==> config.mk <==
export PLATFORM = sky130hd
export DESIGN_NAME = ysyx_25020047_lsu
export DESIGN_NICKNAME = d
export VERILOG_FILES = /design/src/rtl/ysyx_25020047_lsu.sv
export SDC_FILE = /design/constraint.sdc
export NUM_CORES = 1
export LEC_CHECK = 0
export ABC_AREA = 0
export BUFFER_PORTS_ARGS = -buffer_cell sky130_fd_sc_hd__buf_2
export CAP_MARGIN = 20
export CORE_MARGIN = 2
export CORE_UTILIZATION = 48
export DETAILED_ROUTE_END_ITERATION = 6
export PLACE_DENSITY = 0.8
export SETUP_SLACK_MARGIN = 0.1
export SYNTH_ARGS = -nofsm -noshare
export SYNTH_HDL_FRONTEND = slang
export SYNTH_SLANG_ARGS = --single-unit
==> constraint.sdc <==
create_clock -name clk -period 2.77 [get_ports clk]
set_clock_uncertainty 0.1 [all_clocks]
set_input_delay 0 -clock clk [delete_from_list [all_inputs] [get_ports clk]]
set_output_delay 0 -clock clk [all_outputs]
set_load 0.01 [all_outputs]
==> src/rtl/ysyx_25020047_lsu.sv <==
// Load/store unit between EXU and WBU: one valid/ready bus access per instruction.
// Optional misalignment check for lw/sw: define YSYX_25020047_LSU_ALIGN_CHK_EN.
module ysyx_25020047_lsu #(
  parameter int TIMEOUT = 255,
  parameter int CNT_W   = 8
) (
  input  logic        clk,
  input  logic        rst,
  input  logic        in_valid,
  output logic        in_ready,
  input  logic [8:0]  inst_type,
  input  logic [31:0] addr,
  input  logic [31:0] st_data,
  output logic        out_valid,
  input  logic        out_ready,
  output logic [31:0] memdata,
  output logic        mem_req_valid,
  input  logic        mem_req_ready,
  output logic [31:0] mem_req_addr,
  output logic        mem_req_wen,
  output logic [31:0] mem_req_wdata,
  output logic [3:0]  mem_req_wmask,
  input  logic        mem_resp_valid,
  input  logic [31:0] mem_resp_rdata,
  output logic        err
);

  typedef enum logic [1:0] {
    IDLE,
    REQ,
    WAIT,
    DONE
  } state_t;

  localparam bit TO_EN = (TIMEOUT != 0);
  localparam logic [CNT_W-1:0] TO_M1 =
    TO_EN ? CNT_W'(TIMEOUT - 1) : '0;

  state_t           r_state;
  logic             r_lw;
  logic             r_lbu;
  logic [1:0]       r_off;
  logic [CNT_W-1:0] r_cnt;

  logic        w_lw;
  logic        w_lbu;
  logic        w_sw;
  logic        w_sb;
  logic        w_mem;
  logic        w_mis;
  logic [31:0] w_load;

  assign w_lw  = (inst_type == 9'b0_0010_0000);
  assign w_lbu = (inst_type == 9'b0_0100_0000);
  assign w_sw  = (inst_type == 9'b0_1000_0000);
  assign w_sb  = (inst_type == 9'b1_0000_0000);
  assign w_mem = w_lw | w_lbu | w_sw | w_sb;

`ifdef YSYX_25020047_LSU_ALIGN_CHK_EN
  assign w_mis = (w_lw | w_sw) & (addr[1:0] != 2'b00);
`else
  assign w_mis = 1'b0;
`endif

  // Stores return zero; only the latched load kind selects data.
  always_comb begin
    w_load = 32'h0;
    if (r_lw)
      w_load = mem_resp_rdata;
    else if (r_lbu)
      w_load = {24'h0, mem_resp_rdata[{r_off, 3'b000} +: 8]};
  end

  assign in_ready = (r_state == IDLE);

  always_ff @(posedge clk) begin
    if (rst) begin
      r_state       <= IDLE;
      r_lw          <= 1'b0;
      r_lbu         <= 1'b0;
      r_off         <= 2'b00;
      r_cnt         <= '0;
      out_valid     <= 1'b0;
      memdata       <= 32'h0;
      mem_req_valid <= 1'b0;
      mem_req_addr  <= 32'h0;
      mem_req_wen   <= 1'b0;
      mem_req_wdata <= 32'h0;
      mem_req_wmask <= 4'h0;
      err           <= 1'b0;
    end else begin
      unique case (r_state)
        IDLE: begin
          if (in_valid) begin
            r_lw    <= w_lw;
            r_lbu   <= w_lbu;
            r_off   <= addr[1:0];
            memdata <= 32'h0;
            if (w_mis) begin
              err       <= 1'b1;
              out_valid <= 1'b1;
              r_state   <= DONE;
            end else if (w_mem) begin
              mem_req_valid <= 1'b1;
              mem_req_addr  <= {addr[31:2], 2'b00};
              mem_req_wen   <= w_sw | w_sb;
              mem_req_wdata <= w_sb ? {4{st_data[7:0]}}
                                    : st_data;
              mem_req_wmask <= w_sw ? 4'b1111
                             : w_sb ? 4'b0001 << addr[1:0]
                                    : 4'b0000;
              r_state       <= REQ;
            end else begin
              out_valid <= 1'b1;
              r_state   <= DONE;
            end
          end
        end
        REQ: begin
          if (mem_req_ready) begin
            mem_req_valid <= 1'b0;
            r_cnt         <= '0;
            r_state       <= WAIT;
          end
        end
        WAIT: begin
          // A response arriving on the timeout cycle still wins.
          if (mem_resp_valid) begin
            memdata   <= w_load;
            out_valid <= 1'b1;
            r_state   <= DONE;
          end else if (TO_EN && r_cnt == TO_M1) begin
            memdata   <= 32'h0;
            err       <= 1'b1;
            out_valid <= 1'b1;
            r_state   <= DONE;
          end else begin
            r_cnt <= r_cnt + 1'b1;
          end
        end
        DONE: begin
          if (out_ready) begin
            out_valid <= 1'b0;
            r_state   <= IDLE;
          end
        end
        default: r_state <= IDLE;
      endcase
    end
  end

endmodule

# Yosys cells after proc, flatten, opt, wreduce, memory -nomap -nowiden
# Index checks and enable logic that the tools add are counted.
[totals]
ff_bits = 116
latch_bits = 0
ram_bits = 0
romBits = 0
word_cells = 80
n_memories = 0
[classes]
addsub = 1
n_mul = 0
div = 0
n_lt_le_gt_ge = 0
eq_ne = 16
shift = 2
n_mux = 30
bitwise = 5
n_reduce_logical = 13
[op_table]
columns = ["cell", "n"]
rows = [
  ["$mux 32", 5],
  ["$pmux 32 s2", 1],
  ["$mux 8", 4],
  ["$shiftx 32x6->8", 1],
  ["$pmux 8 s2", 1],
  ["$mux 2", 6],
  ["$ne 2x2->1 const B", 6],
  ["$reduce_and 4->1", 3],
  ["$eq 9x6->1 const B", 1],
  ["$eq 9x7->1 const B", 1],
  ["$eq 9x8->1 const B", 1],
  ["$eq 9x9->1 const B", 1],
  ["$reduce_and 3->1", 3],
  ["$add 8x1->8 const B", 1],
  ["$eq 8x8->1 const B", 1],
  ["$mux 1", 8],
  ["$mux 4", 2],
  ["$pmux 2 s4", 1],
  ["$reduce_bool 2->1", 3],
  ["$reduce_and 5->1", 1],
  ["$eq 2x2->1 const B", 2],
  ["$or 1x1->1", 4],
  ["$shl 1x2->4 const A", 1],
  ["$ne 3x3->1 const B", 1],
  ["8 further kinds", 8],
]

# Logic depth before layout (Yosys ltp)
[logic_depth]
depth_word = 7
depth_mapped = 9

# Worst setup path after synthesis
# OpenSTA, ideal clock, no wires.
[synth_path]
path_kind = "reg-to-reg"
start = "reg r_state[0]"
end = "reg mem_req_wdata[24]"
setup_time_ps = 133
arrival_time_ps = 2097
required_ps = 2537
slack_ps = 440
stages_incl_launch_ff = 10
path_buffers = 3
period_less_slack_ps = 2330
path_cell_list = "dfxtp_1 inv_1 ha_1 clkbuf_1 nand2_1 or3_1 buf_2 nor2_1 buf_2 a311oi_1"
[synth_between]
elab_chain_cells = 2
[synth_lines]
columns = ["element", "line_no", "text"]
rows = [
  ["start: declaration", "39", "state_t r_state;"],
  ["start signal: assignment", "78", "r_state <= IDLE;"],
  ["start signal: assignment", "102", "r_state <= DONE;"],
  ["start signal: assignment", "112", "r_state <= REQ;"],
  ["$logic_not 2->1", "-", ""],
  ["via in_ready", "10", "output logic in_ready,"],
  ["$reduce_and 3->1 (no line)", "-", ""],
  ["end signal: assignment", "107", "mem_req_wdata <= w_sb ? {4{st_data[7:0]}}"],
  ["end: declaration", "21", "output logic [31:0] mem_req_wdata,"],
]
# The timed path passes the listed nets, and every way through them passes these cells.
# A chain may end at the register's enable or synchronous reset.

# Final worst setup path
[layout_path]
start = "reg r_state[0]"
end = "reg mem_req_addr[23]"
[layout_between]
elab_chain_cells = 2
[layout_lines]
columns = ["element", "line_no", "text"]
rows = [
  ["$logic_not 2->1", "92", "unique case (r_state)"],
  ["$reduce_and 3->1 (no line)", "-", ""],
  ["end signal: assignment", "105", "mem_req_addr <= {addr[31:2], 2'b00};"],
  ["end: declaration", "19", "output logic [31:0] mem_req_addr,"],
]
# Every way passes these cells.

==> summary.txt <==
Yosys
  – Mean post-synth cell area: 8.47 µm²
  – Post-synthesis sequential area ratio: 0.455
  – Seq cells post-synth: 116
  – Synth warn: 0
  – Number of enable flip-flop cells after synthesis: 0
  – Largest area contributor in the netlist: dfxtp_1
  – Mapped Cells: 602
  – Top-area cell type share of the netlist area: 0.455
  – Ys async rst share: 0
  – Mapped Area: 5100 µm²
  – Post-synthesis cell type count: 48
  – Main flop type after synthesis: dfxtp_1
  – Synth area leaders: dfxtp_1 (46%), a21oi_1 (10%), o21ai_0 (6.9%)

CTS
  – CTS root buffer: clkbuf_8
  – Clk Latency, worst-skew pair: 500 ps
  – CTS tree: built
  – Maximum clock path buffer count: 2
  – TritonCTS Buffers: 17
  – Clock slew seen by the registers of the worst setup and hold paths: 60 ps
  – Post-CTS setup buffer count: 0
  – CTS HTree Levels: 4
  – CTS sink cnt: 116

STA
  – F_max: 404 MHz
  – TNS Setup: 0 ps
  – Worst hold margin: 109 ps
  – Tightest Pin Transition: 841 ps
  – Final period util: 0.893
  – Final slew viol count: 0
  – Worst Slack Setup Final: 297 ps
  – Unrepaired setup endpoints after global routing: no
  – Final setup vio count: 0
  – Fin crit period: 2470 ps
  – Normalized max-slew margin: 0.438
  – Final Hold Fails: 0

Placed design
  – Placed Cells: 907
  – Worst slack, placed: 467 ps
  – Dpl hpwl: 11200 µm
  – Input/output buffers: 213
  – Placer Congestion: 0.840

Critical path
  – Critical Path RT: 3080 ps
  – FF-to-FF End: mem_req_addr[23]
  – Crit path max-delay cell type: dlygate4sd3_1
  – Reg2reg start: r_state[0]
  – Crit-path cells: inv_1, ha_1, nand2_1, nor3_2, buf_12, nand3_1, dlygate4sd3_1, a21oi_1
  – Top cell family by delay on the critical path: buffers and inverters
  – Worst Setup Start Kind: flop
  – CP bufs+invs: 3
  – Max FO, Critical Path: 67
  – CP max stage delay: 580 ps
  – Crit end category: flop
  – R2R Setup Slk: 300 ps
  – Critical Path AT: 2780 ps
  – R2R depth: 8
  – Worst setup path class: reg -> reg

Global route
  – GR Overflow Total: 0
  – Largest net degree at the start of global routing: 68
  – Number of global-route vias before repair: 6242
  – Initial antenna violation count: 0
  – Total Routing Usage GR: 0.341
  – First-pass GRT wire length: 30800 µm

Flow run
  – Max-Cap Viols: 0

Routing
  – 1st-iter DRT viols: 673
  – Drt wl/cell: 18.5 µm
  – Post-Route WL: 19900 µm
  – Via Count: 6355
  – Antenna viol nets, final: 0
  – Vias per cell: 5.92
  – DR DRC count: 0
  – Drt pass-1 iters: 5

Cells and area
  – Fill count: 641
  – Non-Filler Instances: 1073
  – Share of cells above drive strength 1: 0.293
  – Nets: 1041
  – ANT cells: 0
  – P&R area growth vs syn: 59.8%

Worst hold path
  – Hold Path Depth: 6
  – Min-Delay Endpoint: mem_req_addr[19]
  – Min-delay src: inst_type[4]
  – Hold Crit Class: in -> reg

Floorplan
  – Horiz. Die Dim: 107 µm
  – Full die area: 11500 µm²
  – Core footprint: 10300 µm²
  – Chip Height: 107 µm
  – Cell Rows: 37
  – IO Count: 216
  – Initial core utilization: 0.494

Status
  – Outcome: completed

Power
  – PD cells: 572 nW/µm²
  – Peak supply drop: 0.000366 V
  – Total power: 4660 µW
  – Leak pwr: 0.00332 µW
-- metal layers --
layer  global-route usage  vias to the layer above  routed length, µm
met5                    0                        -                  0
met3               0.0888                       82               2040
met4                0.157                        0                709
met2                0.596                      470               9990
met1                0.388                     2949               7140
li1                     -                     2854                  -
-- tightest hold or removal path: stages --
cell and delay, ps:
buf_2 90, or4_4 140, nor3_2 50, buf_12 200
nand3_1 110, a21oi_1 60
-- cells by family (layout without fill, tap and decap cells) --
family / count (synthesis) / count (layout) / share of synthesized area
adder cells (fa/ha/maj): 6 / 6 / 0.0147
multiplexers: 15 / 15 / 0.0496
XOR/XNOR: 3 / 3 / 0.00515
AND/OR/NAND/NOR: 163 / 163 / 0.153
other: 1 / 2 / 0.000735
buffers and inverters: 64 / 398 / 0.0506
flip-flops: 116 / 116 / 0.455
AO/OA/AOI/OAI: 234 / 234 / 0.270
-- what timing repair did --
action,in CTS,in global routing
gates resized for setup,0,4
hold buffers,134,0
hold endpoints to repair,113,0
endpoints found under the setup margin,0,15
-- Yosys cell counts, types with 3 or more instances --
master     count
dfxtp_1      116
a21oi_1      102
nand2_1       72
o21ai_0       70
nand3_1       50
clkbuf_1      44
a311oi_1      26
a22oi_1        8
buf_2          8
mux4_2         8
nor2_1         8
o2bb2ai_1      8
a211oi_1       6
ha_1           6
nand2b_1       6
or3_1          6
inv_1          5
mux2i_1        5
buf_1          4
nand4_1        3
nor2b_1        3
or4_1          3
-- power by group --
group          internal [µW]  switching [µW]  total, µW
sequential              1700            41.6       1740
clock                   1200             822       2020
combinational            397             499        895
total                   3300            1360       4660
-- cell type report --
cell class              count  area [µm²]  share of cell area
multi-input cells         423        2560               0.315
repair buffers            360        2520               0.309
flip-flops and latches    116        2320               0.285
clock buffers              18         418              0.0513
well taps                 136         170              0.0209
clock inverters            14         129              0.0158
inverters                   6        22.5             0.00276
-- cells in the final DEF (no fill, tap or decap), drive strengths merged, types with 8 or more instances in the layout --
cell type,instances
a21oi,102
a22oi,8
a311oi,26
buf,226
clkbuf,18
dfxtp,116
dlygate4sd3,134
inv,10
mux4,8
nand2,72
nand3,50
nor2,8
o21ai,70
o2bb2ai,8
-- state kept, by name (all words and copies together) (netlist names) --
signal         flops
err                1
mem_req_addr      30
mem_req_valid      1
mem_req_wdata     32
mem_req_wen        1
mem_req_wmask      4
memdata           32
out_valid          1
r_cnt              8
r_lbu              1
r_lw               1
r_off              2
r_state            2
-- metrics by stage --
| stage | util | area, µm² |
|---|---|---|
| floorplan | - | 5100 |
| global placement | 0.604 | 6240 |
| detailed placement | 0.604 | 6240 |
| CTS | 0.787 | 8130 |
| global route | 0.789 | 8150 |
| finish | 0.789 | 8150 |
-- worst max path at each step --
stage / from / end / slack, ps / depth (start not counted)
final: r_state[0] / mem_req_addr[23] / 300 / 8
after global routing: r_state[0] / mem_req_addr[23] / 180 / 8
after CTS: r_state[0] / mem_req_addr[20] / 210 / 7
after detailed placement: r_state[0] / mem_req_wen / 470 / 6
after global placement: r_state[0] / r_lw / 550 / 6
after floorplan: r_state[0] / mem_req_wdata[24] / 440 / 9
(Power assumes the default switching activity.)
